<file path="src/rtl/scurve_sweep_engine_if.sv">
// Slow-control reload and result-FIFO signals of the S-curve sweep engine.
// The engine is the master, the ASIC config block and USB FIFO the slave.
interface scurve_sweep_engine_if #(
    parameter int CHN_W = 6,
    parameter int DAC_W = 10
);
    logic             Cfg_Load;
    logic [CHN_W-1:0] Cfg_Chn;
    logic [DAC_W-1:0] Cfg_Dac;
    logic             Cfg_Done;
    logic [15:0]      Data_Out;
    logic             Data_Wr_En;
    logic             Data_Fifo_Full;

    modport master (
        output Cfg_Load, Cfg_Chn, Cfg_Dac, Data_Out, Data_Wr_En,
        input  Cfg_Done, Data_Fifo_Full
    );

    modport slave (
        input  Cfg_Load, Cfg_Chn, Cfg_Dac, Data_Out, Data_Wr_En,
        output Cfg_Done, Data_Fifo_Full
    );
endinterface

</file>
<file path="src/rtl/scurve_sweep_engine.sv">
// S-curve sweep engine: steps the threshold DAC per channel, counts
// discriminator hits over Ext_Clk windows and streams tagged results.
module scurve_sweep_engine #(
    parameter int CHN_NUM    = 64,
    parameter int CHN_W      = 6,
    parameter int DAC_W      = 10,
    parameter int CNT_W      = 16,
    parameter int NUM_DISCRI = 3
) (
    input  logic                  Clk,
    input  logic                  reset,
    input  logic                  Test_Start,
    input  logic                  Abort,
    input  logic                  Single_or_AllChn,
    input  logic [CHN_W-1:0]      SingleTest_Chn,
    input  logic [DAC_W-1:0]      StartDac,
    input  logic [DAC_W-1:0]      EndDac,
    input  logic [DAC_W-1:0]      DacStep,
    input  logic [CNT_W-1:0]      Window_Max,
    input  logic                  Count_Mode,
    input  logic [1:0]            Discri_Sel,
    input  logic                  Ext_Clk_In,
    input  logic [NUM_DISCRI-1:0] Trigger_In,
    scurve_sweep_engine_if.master bus,
    output logic                  Busy,
    output logic                  Test_Done
);

    typedef enum logic [3:0] {
        S_IDLE, S_LOAD, S_WAIT_CFG, S_ALIGN, S_COUNT,
        S_WR_CHN, S_WR_DAC, S_WR_CNT, S_NEXT_CHN, S_WR_END, S_DONE
    } state_t;

    state_t state, state_nxt;

    logic                  ext_s1, ext_s2, ext_d;
    logic [NUM_DISCRI-1:0] trg_s1, trg_s2, trg_d;
    logic [NUM_DISCRI-1:0] trg_fall;
    logic                  start_d;
    logic                  start_rise, ece, trg;

    logic                  single_q, mode_q, desc_q;
    logic [1:0]            sel_q;
    logic [CHN_W-1:0]      chn_q;
    logic [DAC_W-1:0]      dac_q, start_q, end_q, step_q;
    logic [CNT_W-1:0]      win_max_q, win_cnt, hit_cnt;
    logic                  hit_flag;

    logic [DAC_W:0]        dac_nxt;
    logic                  last_dac, last_chn, close, full, wr_state;
    logic [11:0]           chn12, dac12;

    assign start_rise = Test_Start & ~start_d;
    assign ece        = ext_s2 & ~ext_d;
    assign trg_fall   = trg_d & ~trg_s2;
    assign full       = bus.Data_Fifo_Full;

    always_comb begin
        trg = trg_fall[0];
        for (int i = 1; i < NUM_DISCRI; i++)
            if (int'(sel_q) == i) trg = trg_fall[i];
    end

    // One extra bit catches wrap past either end of the DAC range
    assign dac_nxt = desc_q ? {1'b0, dac_q} - {1'b0, step_q}
                            : {1'b0, dac_q} + {1'b0, step_q};
    assign last_dac = dac_nxt[DAC_W] |
                      (desc_q ? (dac_nxt[DAC_W-1:0] < end_q)
                              : (dac_nxt[DAC_W-1:0] > end_q));
    assign last_chn = single_q | (chn_q == CHN_W'(CHN_NUM - 1));
    assign close    = ece & ((win_cnt + CNT_W'(1)) == win_max_q);
    assign chn12    = 12'(chn_q);
    assign dac12    = 12'(dac_q);
    assign wr_state = (state == S_WR_CHN) | (state == S_WR_DAC) |
                      (state == S_WR_CNT) | (state == S_WR_END);

    always_ff @(posedge Clk) begin
        if (reset) state <= S_IDLE;
        else       state <= state_nxt;
    end

    always_comb begin
        state_nxt = state;
        unique case (state)
            S_IDLE:     if (start_rise) state_nxt = S_LOAD;
            S_LOAD:     state_nxt = S_WAIT_CFG;
            S_WAIT_CFG: if (bus.Cfg_Done) state_nxt = S_ALIGN;
            S_ALIGN:    if (ece) state_nxt = S_COUNT;
            S_COUNT:    if (close) state_nxt = S_WR_CHN;
            S_WR_CHN:   if (!full) state_nxt = S_WR_DAC;
            S_WR_DAC:   if (!full) state_nxt = S_WR_CNT;
            S_WR_CNT: begin
                if (!full) begin
                    if (!last_dac)      state_nxt = S_LOAD;
                    else if (!last_chn) state_nxt = S_NEXT_CHN;
                    else                state_nxt = S_WR_END;
                end
            end
            S_NEXT_CHN: state_nxt = S_LOAD;
            S_WR_END:   if (!full) state_nxt = S_DONE;
            S_DONE:     state_nxt = S_IDLE;
            default:    state_nxt = S_IDLE;
        endcase
        if (Abort) state_nxt = S_IDLE;
    end

    always_comb begin
        bus.Cfg_Load   = (state == S_LOAD) & ~Abort;
        bus.Cfg_Chn    = chn_q;
        bus.Cfg_Dac    = dac_q;
        bus.Data_Wr_En = wr_state & ~full & ~Abort;
        Busy           = (state != S_IDLE) & (state != S_DONE);
        Test_Done      = (state == S_DONE) & ~Abort;
        unique case (state)
            S_WR_CHN: bus.Data_Out = {4'hC, chn12};
            S_WR_DAC: bus.Data_Out = {4'hD, dac12};
            S_WR_CNT: bus.Data_Out = 16'(hit_cnt);
            S_WR_END: bus.Data_Out = 16'hFF45;
            default:  bus.Data_Out = 16'h0000;
        endcase
    end

    always_ff @(posedge Clk) begin
        if (reset) begin
            ext_s1    <= 1'b0;
            ext_s2    <= 1'b0;
            ext_d     <= 1'b0;
            trg_s1    <= '0;
            trg_s2    <= '0;
            trg_d     <= '0;
            start_d   <= 1'b0;
            single_q  <= 1'b0;
            mode_q    <= 1'b0;
            desc_q    <= 1'b0;
            sel_q     <= '0;
            chn_q     <= '0;
            dac_q     <= '0;
            start_q   <= '0;
            end_q     <= '0;
            step_q    <= '0;
            win_max_q <= '0;
            win_cnt   <= '0;
            hit_cnt   <= '0;
            hit_flag  <= 1'b0;
        end else begin
            ext_s1  <= Ext_Clk_In;
            ext_s2  <= ext_s1;
            ext_d   <= ext_s2;
            trg_s1  <= Trigger_In;
            trg_s2  <= trg_s1;
            trg_d   <= trg_s2;
            start_d <= Test_Start;

            if (state == S_IDLE && start_rise) begin
                single_q  <= Single_or_AllChn;
                mode_q    <= Count_Mode;
                sel_q     <= Discri_Sel;
                desc_q    <= StartDac > EndDac;
                start_q   <= StartDac;
                end_q     <= EndDac;
                step_q    <= (DacStep == '0) ? DAC_W'(1) : DacStep;
                win_max_q <= (Window_Max == '0) ? CNT_W'(1) : Window_Max;
                dac_q     <= StartDac;
                chn_q     <= Single_or_AllChn ? SingleTest_Chn : '0;
            end

            if (state == S_ALIGN) begin
                win_cnt  <= '0;
                hit_cnt  <= '0;
                hit_flag <= 1'b0;
            end

            // A hit coinciding with the closing edge still belongs to the window
            if (state == S_COUNT) begin
                if (ece) win_cnt <= win_cnt + CNT_W'(1);
                if (trg && (mode_q || !hit_flag) && hit_cnt != '1)
                    hit_cnt <= hit_cnt + CNT_W'(1);
                if (ece)      hit_flag <= 1'b0;
                else if (trg) hit_flag <= 1'b1;
            end

            if (state == S_WR_CNT && !full && !last_dac)
                dac_q <= dac_nxt[DAC_W-1:0];

            if (state == S_NEXT_CHN) begin
                chn_q <= chn_q + CHN_W'(1);
                dac_q <= start_q;
            end
        end
    end

endmodule
</file>
<file path="src/flat_wrapper.sv">
// flat-port wrapper written by rule: the top's interface ports become plain ports
module scurve_sweep_engine_flat 
#(
    parameter int CHN_NUM    = 64,
    parameter int CHN_W      = 6,
    parameter int DAC_W      = 10,
    parameter int CNT_W      = 16,
    parameter int NUM_DISCRI = 3
)
  (Clk, reset, Test_Start, Abort, Single_or_AllChn, SingleTest_Chn, StartDac, EndDac, DacStep, Window_Max, Count_Mode, Discri_Sel, Ext_Clk_In, Trigger_In, Busy, Test_Done, bus_Cfg_Load, bus_Cfg_Chn, bus_Cfg_Dac, bus_Data_Out, bus_Data_Wr_En, bus_Cfg_Done, bus_Data_Fifo_Full);
  scurve_sweep_engine_if #(.CHN_W(CHN_W), .DAC_W(DAC_W)) bus_i ();
  input  logic Clk;
  input  logic reset;
  input  logic Test_Start;
  input  logic Abort;
  input  logic Single_or_AllChn;
  input  logic [CHN_W-1:0] SingleTest_Chn;
  input  logic [DAC_W-1:0] StartDac;
  input  logic [DAC_W-1:0] EndDac;
  input  logic [DAC_W-1:0] DacStep;
  input  logic [CNT_W-1:0] Window_Max;
  input  logic Count_Mode;
  input  logic [1:0] Discri_Sel;
  input  logic Ext_Clk_In;
  input  logic [NUM_DISCRI-1:0] Trigger_In;
  output logic Busy;
  output logic Test_Done;
  output wire logic [$bits(bus_i.Cfg_Load)-1:0] bus_Cfg_Load;
  output wire logic [$bits(bus_i.Cfg_Chn)-1:0] bus_Cfg_Chn;
  output wire logic [$bits(bus_i.Cfg_Dac)-1:0] bus_Cfg_Dac;
  output wire logic [$bits(bus_i.Data_Out)-1:0] bus_Data_Out;
  output wire logic [$bits(bus_i.Data_Wr_En)-1:0] bus_Data_Wr_En;
  input wire logic [$bits(bus_i.Cfg_Done)-1:0] bus_Cfg_Done;
  input wire logic [$bits(bus_i.Data_Fifo_Full)-1:0] bus_Data_Fifo_Full;
  assign bus_Cfg_Load = bus_i.Cfg_Load;
  assign bus_Cfg_Chn = bus_i.Cfg_Chn;
  assign bus_Cfg_Dac = bus_i.Cfg_Dac;
  assign bus_Data_Out = bus_i.Data_Out;
  assign bus_Data_Wr_En = bus_i.Data_Wr_En;
  assign bus_i.Cfg_Done = bus_Cfg_Done;
  assign bus_i.Data_Fifo_Full = bus_Data_Fifo_Full;
  scurve_sweep_engine #(.CHN_NUM(CHN_NUM), .CHN_W(CHN_W), .DAC_W(DAC_W), .CNT_W(CNT_W), .NUM_DISCRI(NUM_DISCRI)) u_core (.Clk(Clk), .reset(reset), .Test_Start(Test_Start), .Abort(Abort), .Single_or_AllChn(Single_or_AllChn), .SingleTest_Chn(SingleTest_Chn), .StartDac(StartDac), .EndDac(EndDac), .DacStep(DacStep), .Window_Max(Window_Max), .Count_Mode(Count_Mode), .Discri_Sel(Discri_Sel), .Ext_Clk_In(Ext_Clk_In), .Trigger_In(Trigger_In), .bus(bus_i), .Busy(Busy), .Test_Done(Test_Done));
endmodule
</file>
<file path="config.mk">
export PLATFORM = sky130hd
export DESIGN_NAME = scurve_sweep_engine_flat
export DESIGN_NICKNAME = d
export VERILOG_FILES = /design/src/rtl/scurve_sweep_engine_if.sv /design/src/rtl/scurve_sweep_engine.sv /design/src/flat_wrapper.sv
export SDC_FILE = /design/constraint.sdc
export NUM_CORES = 1
export LEC_CHECK = 0
export CAP_MARGIN = 20
export CORE_MARGIN = 8
export CORE_UTILIZATION = 54
export CTS_CLUSTER_SIZE = 20
export DETAILED_ROUTE_END_ITERATION = 12
export GPL_TIMING_DRIVEN = 0
export PLACE_DENSITY_LB_ADDON = 0.12
export SLEW_MARGIN = 20
export SYNTH_ARGS = -nofsm -noshare
export SYNTH_HDL_FRONTEND = slang
export SYNTH_SLANG_ARGS = --single-unit
</file>
<file path="constraint.sdc">
create_clock -name Clk -period 4.6 [get_ports Clk]
set_input_delay 0.92 -clock Clk [delete_from_list [all_inputs] [get_ports Clk]]
set_output_delay 0.92 -clock Clk [all_outputs]
set_load 0.01 [all_outputs]
</file>
### After elaboration in Yosys (flattened, before gate mapping)

Cells that the tools add are included.

* output and inout bits: 36
* input bits: 66
* word-level logic and storage cells: 123
* register bits after elaboration: 117

* bitwise operators: 19
* equal/unequal tests: 24
* reductions and logical operators: 17
* magnitude comparators: 3
* mux-type cells: 34
* $add $sub $neg: 5

Operator list (count)
* two-way mux 16 bit: 7
* case mux 16 bit (4 select lines): 1
* two-way mux 10 bit: 4
* case mux 4 bit (10 select lines): 1
* two-way mux 4 bit: 9
* adder 16 x 1 -> 16 bit (second input constant): 2
* greater-than comparator 10 bit: 2
* two-way mux 6 bit: 3
* == test 16 bit: 1
* == test 4 x 3 -> 1 bit (second input constant): 4
* zero test 16 bit: 1
* != test 16 bit (second input constant): 1
* == test 4 bit (second input constant): 3
* adder 10 x 10 -> 11 bit: 1
* two-way mux 11 bit: 1
* subtractor 10 x 10 -> 11 bit: 1
* zero test 10 bit: 1
* < comparator 10 bit: 1
* != test 2 bit (second input constant): 5
* bitwise AND 1 bit: 8
* == test 4 x 2 -> 1 bit (second input constant): 2
* two-way mux 1 bit: 8
* AND reduction 8 bit: 1
* adder 6 x 1 -> 6 bit (second input constant): 1
* other kinds (17): 33

### Depth between registers and ports, before layout

Gate-level depths: netlist of the first run.

* word-level depth: 9
* depth in mapped cells: 20
* depth with buffers taken out: 19

### Least setup slack after synthesis of the first run

OpenSTA, ideal clock, no wires.

* path type: register to register
* start point: reg u_core.desc_q
* end point: reg u_core.dac_q[7] (netlist: u_core.bus.Cfg_Dac[7])
* period minus slack after synthesis: 3952 ps
* path buffers: 2
* setup slack: 648 ps
* required time: 4481 ps
* setup time: 119 ps
* cell stages (with the launch flop): 19
* data arrival time: 3834 ps
* cell sequence: dfxtp_1 > clkbuf_1 > mux2_2 > inv_1 > ha_1 > nor2b_1 > o2111ai_1 > nand3_1 > a31o_2 > a21oi_1 > xnor2_1 > ha_1 > and4_1 > a211oi_1 > mux2i_1 > nand3_2 > buf_4 > o22ai_1 > o21ai_1

* longest elaborated chain between the ends: 8
* elaborated cells on any way between the ends: 10
* those cells by class: 2 x order compare; 4 x mux; 1 x bitwise; 3 x reduce/logical

Ends and longest elaborated chain
* start: declaration: line scurve_sweep_engine.sv:42 `logic single_q, mode_q, desc_q;`
* start signal: assignment: line scurve_sweep_engine.sv:158 `desc_q <= StartDac > EndDac;`
* two-way mux 11 bit: line scurve_sweep_engine.sv:65 `assign dac_nxt = desc_q ? {1'b0, dac_q} - {1'b0, step_q}`
* greater-than comparator 10 bit / < comparator 10 bit (equally long branches): line scurve_sweep_engine.sv:69, scurve_sweep_engine.sv:68
* two-way mux 1 bit: line scurve_sweep_engine.sv:68 `(desc_q ? (dac_nxt[DAC_W-1:0] < end_q)`
* OR 1 bit: line scurve_sweep_engine.sv:67 `assign last_dac = dac_nxt[DAC_W] |`
* zero test 1 bit
* logical AND 1 bit: line scurve_sweep_engine.sv:182 `if (state == S_WR_CNT && !full && !last_dac)`
* two-way mux 10 bit: line scurve_sweep_engine.sv:182
* two-way mux 10 bit: line scurve_sweep_engine.sv:185 `if (state == S_NEXT_CHN) begin`
* end signal: assignment: line scurve_sweep_engine.sv:163 `dac_q <= StartDac;`
* end signal: assignment: line scurve_sweep_engine.sv:183 `dac_q <= dac_nxt[DAC_W-1:0];`
* end signal: assignment: line scurve_sweep_engine.sv:187 `dac_q <= start_q;`
* end: declaration: line scurve_sweep_engine.sv:45 `logic [DAC_W-1:0] dac_q, start_q, end_q, step_q;`

Several ways; a longest one is shown, not always the timed one.
A chain may end at the register's enable or synchronous reset.

### Final worst setup path of the first run

Ends and elaborated chain as after synthesis.

==> results of run 1 <==
[worst paths after layout]
path,end,start,slack (ns),cells past startpoint
worst max-delay path,u_core.bus.Cfg_Dac[7],u_core.desc_q,0.17,18
worst min-delay path,u_core.trg_s2[2],u_core.trg_s1[2],0.44,1
worst max register to register,u_core.bus.Cfg_Dac[7],u_core.desc_q,0.17,18
worst min register to register,u_core.trg_s2[2],u_core.trg_s1[2],0.44,1
[cells in the final DEF, fill, tap and decap left out, types with 6 or more instances in the layout]
| cell | synthesis | routed |
|---|---|---|
| nand2_1 | 148 | 148 |
| dfxtp_1 | 117 | 116 |
| a21oi_1 | 109 | 106 |
| clkdlybuf4s50_1 | 0 | 100 |
| nor2_1 | 71 | 71 |
| o21ai_0 | 54 | 52 |
| inv_1 | 41 | 41 |
| clkbuf_1 | 38 | 37 |
| nand3_1 | 34 | 34 |
| ha_1 | 34 | 32 |
| nor3_1 | 29 | 29 |
| nor2b_1 | 26 | 26 |
| xnor2_1 | 24 | 20 |
| clkbuf_16 | 0 | 17 |
| nand4_1 | 15 | 15 |
| a211oi_1 | 15 | 14 |
| a31oi_1 | 12 | 12 |
| nor4_1 | 10 | 10 |
| buf_2 | 9 | 9 |
| nand2b_1 | 9 | 9 |
| or3_1 | 9 | 9 |
| and3_1 | 8 | 8 |
| mux2_2 | 7 | 7 |
| mux2i_1 | 7 | 6 |
| a22oi_1 | 6 | 6 |
| xor2_1 | 7 | 6 |
| nand3b_1 | 6 | 6 |
[metal layers]
layer | global-route usage | routed length [um]
met1 | 0.355 | 9630
met5 | 0 | 0
met4 | 0.115 | 648
met3 | 0.0641 | 2290
met2 | 0.407 | 9690
[synthesized netlist by cell type (all sizes together) (6+ instances only)]
library cell and number:
nor2 71, xnor2 24, a31oi 12, nor3 30, clkbuf 38, a211oi 15, dfxtp 117, nand3 35
nand3b 6, nor2b 26, inv 41, mux2i 7, mux2 7, nand2b 9, and3 8, o21ai 56
or3 9, a21oi 109, nand2 148, buf 15, nor4 11, a22oi 7, xor2 7, and2 7
nand4 15, ha 34
[cells by family after synthesis]
family | after synthesis
simple gates | 398
xor+xnor | 31
mux | 14
fa+ha+maj | 35
flops | 117
compound gates | 253
buf+inv | 95
[layout make-up]
type / count / area share
inverter: 42 / 0.0176
multi-input combinational: 731 / 0.494
buffer: 53 / 0.0251
clock inverter: 15 / 0.0149
sequential: 117 / 0.262
clock buffer: 17 / 0.0475
tap: 172 / 0.0240
timing repair buffer: 103 / 0.116
[registers in the layout, summed over array words and instances, names as in the netlist, 2 cells and up]
signal	count
u_core.hit_cnt	16
u_core.win_max_q	16
u_core.trg_s2	3
u_core.trg_d	3
u_core.end_q	10
u_core.sel_q	2
u_core.start_q	10
u_core.bus.Cfg_Chn	6
u_core.win_cnt	16
u_core.step_q	10
u_core.bus.Cfg_Dac	10
u_core.trg_s1	3
u_core.state	4
[report_power, final]
group	switching (mW)	total [mW]	leakage, nW	internal (mW)
clock	0.503	1.25	0.269	0.742
combinational	0.453	0.803	2.06	0.350
sequential	0.0450	1.10	0.955	1.06
[critical path, stage by stage (launching register included)]
cell and delay [ns]:
dfxtp_1 0.42, clkbuf_4 0.24, mux2_2 0.39, inv_1 0.07, ha_1 0.21, nor2b_1 0.14
o2111ai_1 0.25, nand3_1 0.16, a31o_2 0.27, a21oi_2 0.18, xnor2_2 0.18, ha_1 0.31
and4_1 0.23, a211oi_2 0.22, mux2i_2 0.32, nand3_2 0.23, buf_6 0.21, o22ai_1 0.17
o21ai_1 0.09
[stage by stage]
stage / hold WS, ns / power [mW] / area (um^2) / setup WS [ns] / util
floorplan: 0.414 / 1.57 / 7040 / 0.648 / -
global placement: 0.417 / 1.82 / 8260 / -0.270 / 0.652
detailed placement: 0.424 / 1.83 / 8260 / -0.268 / 0.652
CTS: 0.438 / 3.08 / 8870 / 0.0305 / 0.700
global route: 0.454 / 3.28 / 8960 / -0.0655 / 0.707
finish: 0.437 / 3.15 / 8960 / 0.168 / 0.707
[what timing repair did]
action,CTS,global route
hold endpoints to repair,0,0
buffers inserted,2,1
setup endpoints to repair,11,12
pin swaps,2,5
resized for setup,5,16
==> impl_results.md, run 1 <==
* Status: finished clean
* CTS Sinks at around 120
* Final slew viol count at 0
* Synth warn at 0
* Synthesis-to-layout area growth at 27.2%
* First-pass GRT wire length at around 35000 um
* Reg area at approximately 2300 um^2
* Post-synth design cell area at about 7000 um^2
* Initial Utilization at 0.556
* Die width at 130 um
* CP Max Fanout at 10
* H-Tree Depth at 4
* Largest family of logic cells by synthesized area: simple AND/OR/NAND/NOR gates
* Setup crit end kind: flop
* Initial antenna violation count at 0
* DR DRC count at 0
* Gpl congestion at between 0.9 and 1
* Maximum clock rate at between 200 and 250 MHz
* IO Pins at slightly above 100
* CTS root buf: clkbuf_16
* Vias at around 7500
* Clk slew on worst S/H paths at approximately 0.060 ns
* Grt ovf at 0
* Largest net degree at the start of global routing at 17
* Worst EP required at 4.91 ns
* LEAKAGE at between 3 and 4 nW
* Fillcell total at 1094
* Seq/Total Area, Yosys at 0.333
* Final Non-Filler Cells at 1250
* Core footprint at 12700 um^2
* Relative slew slack at 0.527
* Primary FF master, synth: dfxtp_1
* Mux contribution to synthesized area at 0.0211
* Clock skew at roughly 0.0076 ns
* Vias in the first global route at about 6900
* Syn_area_per_cell at 7.47 um^2
* Skew-Pair Late Insertion Delay at approximately 0.43 ns
* Peak VDD IR at a little under 0.3 mV
* Gate Count Post-Synth at 943
* DIE AREA at 17000 um^2
* Maximum root-to-sink buffer count at 2
* Top cell type's share of synthesized area at 0.333
* Top area cells in the synthesized netlist: dfxtp_1 (33%), nand2_1 (7.9%), a21oi_1 (7.7%)
* Mean number of vias per cell at ~6
* CTS tree: built
* WL final at 22300 um
* Antenna diodes at 0
* Count of different cell masters after synthesis at 75
* Inserted Clock Buffers at 17
* Max_cap viols at 0
* Setup TNS Final at 0 ns
* Placed cells at 1215
* Final #Nets at approximately 1200
* Min Tclk post-route at 4.43 ns
* Power Density at between 300 and 400 nW/um^2
* Die height at ~130 um
* Xor/xnor cell area share of the yosys netlist at 0.0385
* Setup crit start kind: flop
* Final Hold Vio Count at 0
* Aggregate global-route resource usage at 0.268
* Detailed placement HPWL at 16800 um
* Share of layout cells above drive strength 1 at 0.0714
* Antenna viol nets, final at 0
* Post-synthesis adder-cell area fraction at 0.0632
* Actual slew at the worst max-slew pin at approximately 0.71 ns
* Post-synthesis compound-gate area fraction at 0.217
* 1st-iter DRT viols at about 900
* Area share of and/or/nand/nor cells after synthesis at 0.274
* #FFs+latches synth at 117
* Ys async rst share at 0
* I/O Buffers at 100
* Post-synth EDFFs at 0
* Syn Nets at 1044
* Tcrit/Tclk final at 0.963
* Pre-antenna DRT Iters at 5
* Cell row count at 41
* Post-DR wirelength/cell at about 18 um
* Post-CTS Hold Fix Bufs at 0
* Final Setup Violations at 0
* Crit path DAT at around 4.7 ns
* Worst setup path category: flop to flop
* Multi-input gate area at 4420 um^2
* Hold WC Path Type: flop to flop
* Area leader, netlist: dfxtp_1
Note: power is estimated with default switching activity, not from simulation.
==> inputs of run 2 (changes only) <==
Settings changed: CTS_CLUSTER_DIAMETER from default to 50.
==> results of run 2 <==
The final DEF is identical to that of run 1; final timing and power are the same.
==> inputs of run 3 (changes only) <==
Settings changed: PLACE_DENSITY_LB_ADDON 0.12 to 0.15.
==> run 3 against run 2 <==
Utilization rose by 0.16 points. Clock skew rose by 0.00059 ns. Die area did not move. Non-clock buffer count did not move. Register-to-register slack got worse by 0.06 ns. Critical path depth rose by 1. Sequential power barely moved. Wire length rose by 0.44%.
==> impl_results.md, run 3 (synthesis results as in run 1) <==
* Status: finished clean (unchanged)
* I/O Buffers at 100 (unchanged)
* Antenna viol nets, final at 0 (unchanged)
* CP Max Fanout at 10 (unchanged)
* CTS root buf: clkbuf_16 (unchanged)
* Largest net degree at the start of global routing at 17 (unchanged)
* Relative slew slack at 0.496 (was 0.527)
* Initial antenna violation count at 0 (unchanged)
* Tcrit/Tclk final at 0.976 (was 0.963)
* Die width at 130 um (unchanged)
* Worst EP required at 4.92 ns (was 4.91 ns)
* Worst setup path category: flop to flop (unchanged)
* CTS Sinks at 117 (unchanged)
* Vias at 7437 (was 7484)
* Initial Utilization at 0.556 (unchanged)
* H-Tree Depth at 4 (unchanged)
* Post-DR wirelength/cell at 17.9 um (was 17.8 um)
* Peak VDD IR at 0.280 mV (was 0.290 mV)
* Final #Nets at 1166 (unchanged)
* CTS tree: built (unchanged)
* Maximum clock rate at 223 MHz (was 226 MHz)
* Placed cells at 1215 (unchanged)
* Crit path DAT at 4.81 ns (was 4.74 ns)
* DR DRC count at 0 (unchanged)
* Antenna diodes at 0 (unchanged)
* Commonest non-fill, non-tap cell in the layout: nand2_1 (unchanged)
* First-pass GRT wire length at 34500 um (was 35100 um)
* WL final at 22400 um (was 22300 um)
* Share of layout cells above drive strength 1 at 0.0649 (was 0.0714)
* Final Setup Violations at 0 (unchanged)
* DIE AREA at 17000 um^2 (unchanged)
* Max_cap viols at 0 (unchanged)
* 1st-iter DRT viols at 951 (was 897)
* Synthesis-to-layout area growth at 27.5% (was 27.2%)
* Min Tclk post-route at 4.49 ns (was 4.43 ns)
* LEAKAGE at 3.29 nW (was 3.28 nW)
* Top flop regs: u_core.hit_cnt: 16 flops, u_core.win_cnt: 16 flops, u_core.win_max_q: 16 flops (unchanged)
* Clk slew on worst S/H paths at 0.06 ns (about the same)
* Skew-Pair Late Insertion Delay at 0.43 ns (about the same)
* Clock skew at 0.00817 ns (was 0.00758 ns)
* Maximum root-to-sink buffer count at 2 (unchanged)
* Setup crit start kind: flop (unchanged)
* Final Hold Vio Count at 0 (unchanged)
* Vias in the first global route at 6607 (was 6878)
* Grt ovf at 0 (unchanged)
* Core footprint at 12700 um^2 (unchanged)
* Die height at 130 um (unchanged)
* Final slew viol count at 0 (unchanged)
* Mean number of vias per cell at 5.95 (was 5.99)
* Cell row count at 41 (unchanged)
* Hold WC Path Type: flop to flop (unchanged)
* Setup crit end kind: flop (unchanged)
* IO Pins at 102 (unchanged)
* Actual slew at the worst max-slew pin at 0.750 ns (was 0.709 ns)
* Final Util at 0.709 (was 0.707)
* Aggregate global-route resource usage at 0.262 (was 0.268)
* Final Power at 3.33 mW (was 3.15 mW)
* Detailed placement HPWL at 16700 um (was 16800 um)
* Power Density at 371 nW/um^2 (was 352 nW/um^2)
* Gpl congestion at 0.946 (was 0.937)
* Pre-antenna DRT Iters at 7 (was 5)
* Fillcell total at 1090 (was 1094)
* Inserted Clock Buffers at 17 (unchanged)
* Most frequent cells in the layout: nand2_1 (148), dfxtp_1 (116), a21oi_1 (108) (was nand2_1 (148), dfxtp_1 (116), a21oi_1 (106))
* Final Non-Filler Cells at 1250 (unchanged)
==> run 3: worst max-delay path, stage by stage, from the launching register on <==
cell and delay [ns]:
dfxtp_1 0.41, inv_1 0.07, ha_1 0.27, mux2_2 0.32
fa_1 0.44, nand2b_1 0.21, a21oi_2 0.16, o21ai_0 0.12
a21oi_1 0.28, xor2_2 0.30, ha_1 0.31, o21ai_0 0.17
o21bai_1 0.10, a211oi_2 0.23, mux2i_1 0.21, buf_4 0.16
nand3_4 0.13, buf_4 0.23, o22ai_1 0.15, o21ai_1 0.08
==> run 3: metrics by stage <==
step | hold slack (ns) | TNS (ns) | cell area (um^2) | setup WS, ns
after CTS | 0.439 | 0 | 8930 | 0.0204
after detailed placement | 0.426 | -2.51 | 8260 | -0.296
after global placement | 0.417 | -1.57 | 8260 | -0.211
final | 0.436 | 0 | 8980 | 0.111
after floorplan | 0.414 | 0 | 7040 | 0.648
after global routing | 0.452 | -0.0716 | 8980 | -0.0340
==> run 3: what timing repair did <==
item | in CTS | in global routing
pin swaps | 0 | 3
hold buffers | 0 | 0
gates resized for setup | 4 | 7
setup buffers | 1 | 2
endpoints found under the setup margin | 11 | 11
==> run 3: path summary, 6_finish.rpt <==
kind / startpoint / end / slack, ns / cells after the start
max: u_core.step_q[1] / u_core.bus.Cfg_Dac[7] / 0.11 / 19
min: u_core.ext_s1 / u_core.ext_s2 / 0.44 / 1
max reg2reg: u_core.step_q[1] / u_core.bus.Cfg_Dac[7] / 0.11 / 19
min reg2reg: u_core.ext_s1 / u_core.ext_s2 / 0.44 / 1
==> run 3: layer usage <==
layer | GRT usage | share of wire | wire length (um)
met5 | 0 | 0 | 0
met4 | 0.109 | 0.028 | 622
met3 | 0.0596 | 0.089 | 1980
met2 | 0.393 | 0.43 | 9700
met1 | 0.355 | 0.45 | 10000
==> run 3: power by group <==
group	switching, mW	internal, mW
registers	0.0446	1.06
logic	0.450	0.332
clock network	0.519	0.925
==> run 3: area by class of cell <==
class                      instances  area, um^2  share of cell area
buffer                            53         219              0.0244
clock inverter                    14         200              0.0223
timing repair buffer             103        1020               0.114
multi-input combinational        731        4380               0.488
tap                              172         215              0.0240
sequential                       117        2350               0.261
inverter                          42         158              0.0176
clock buffer                      18         439              0.0489
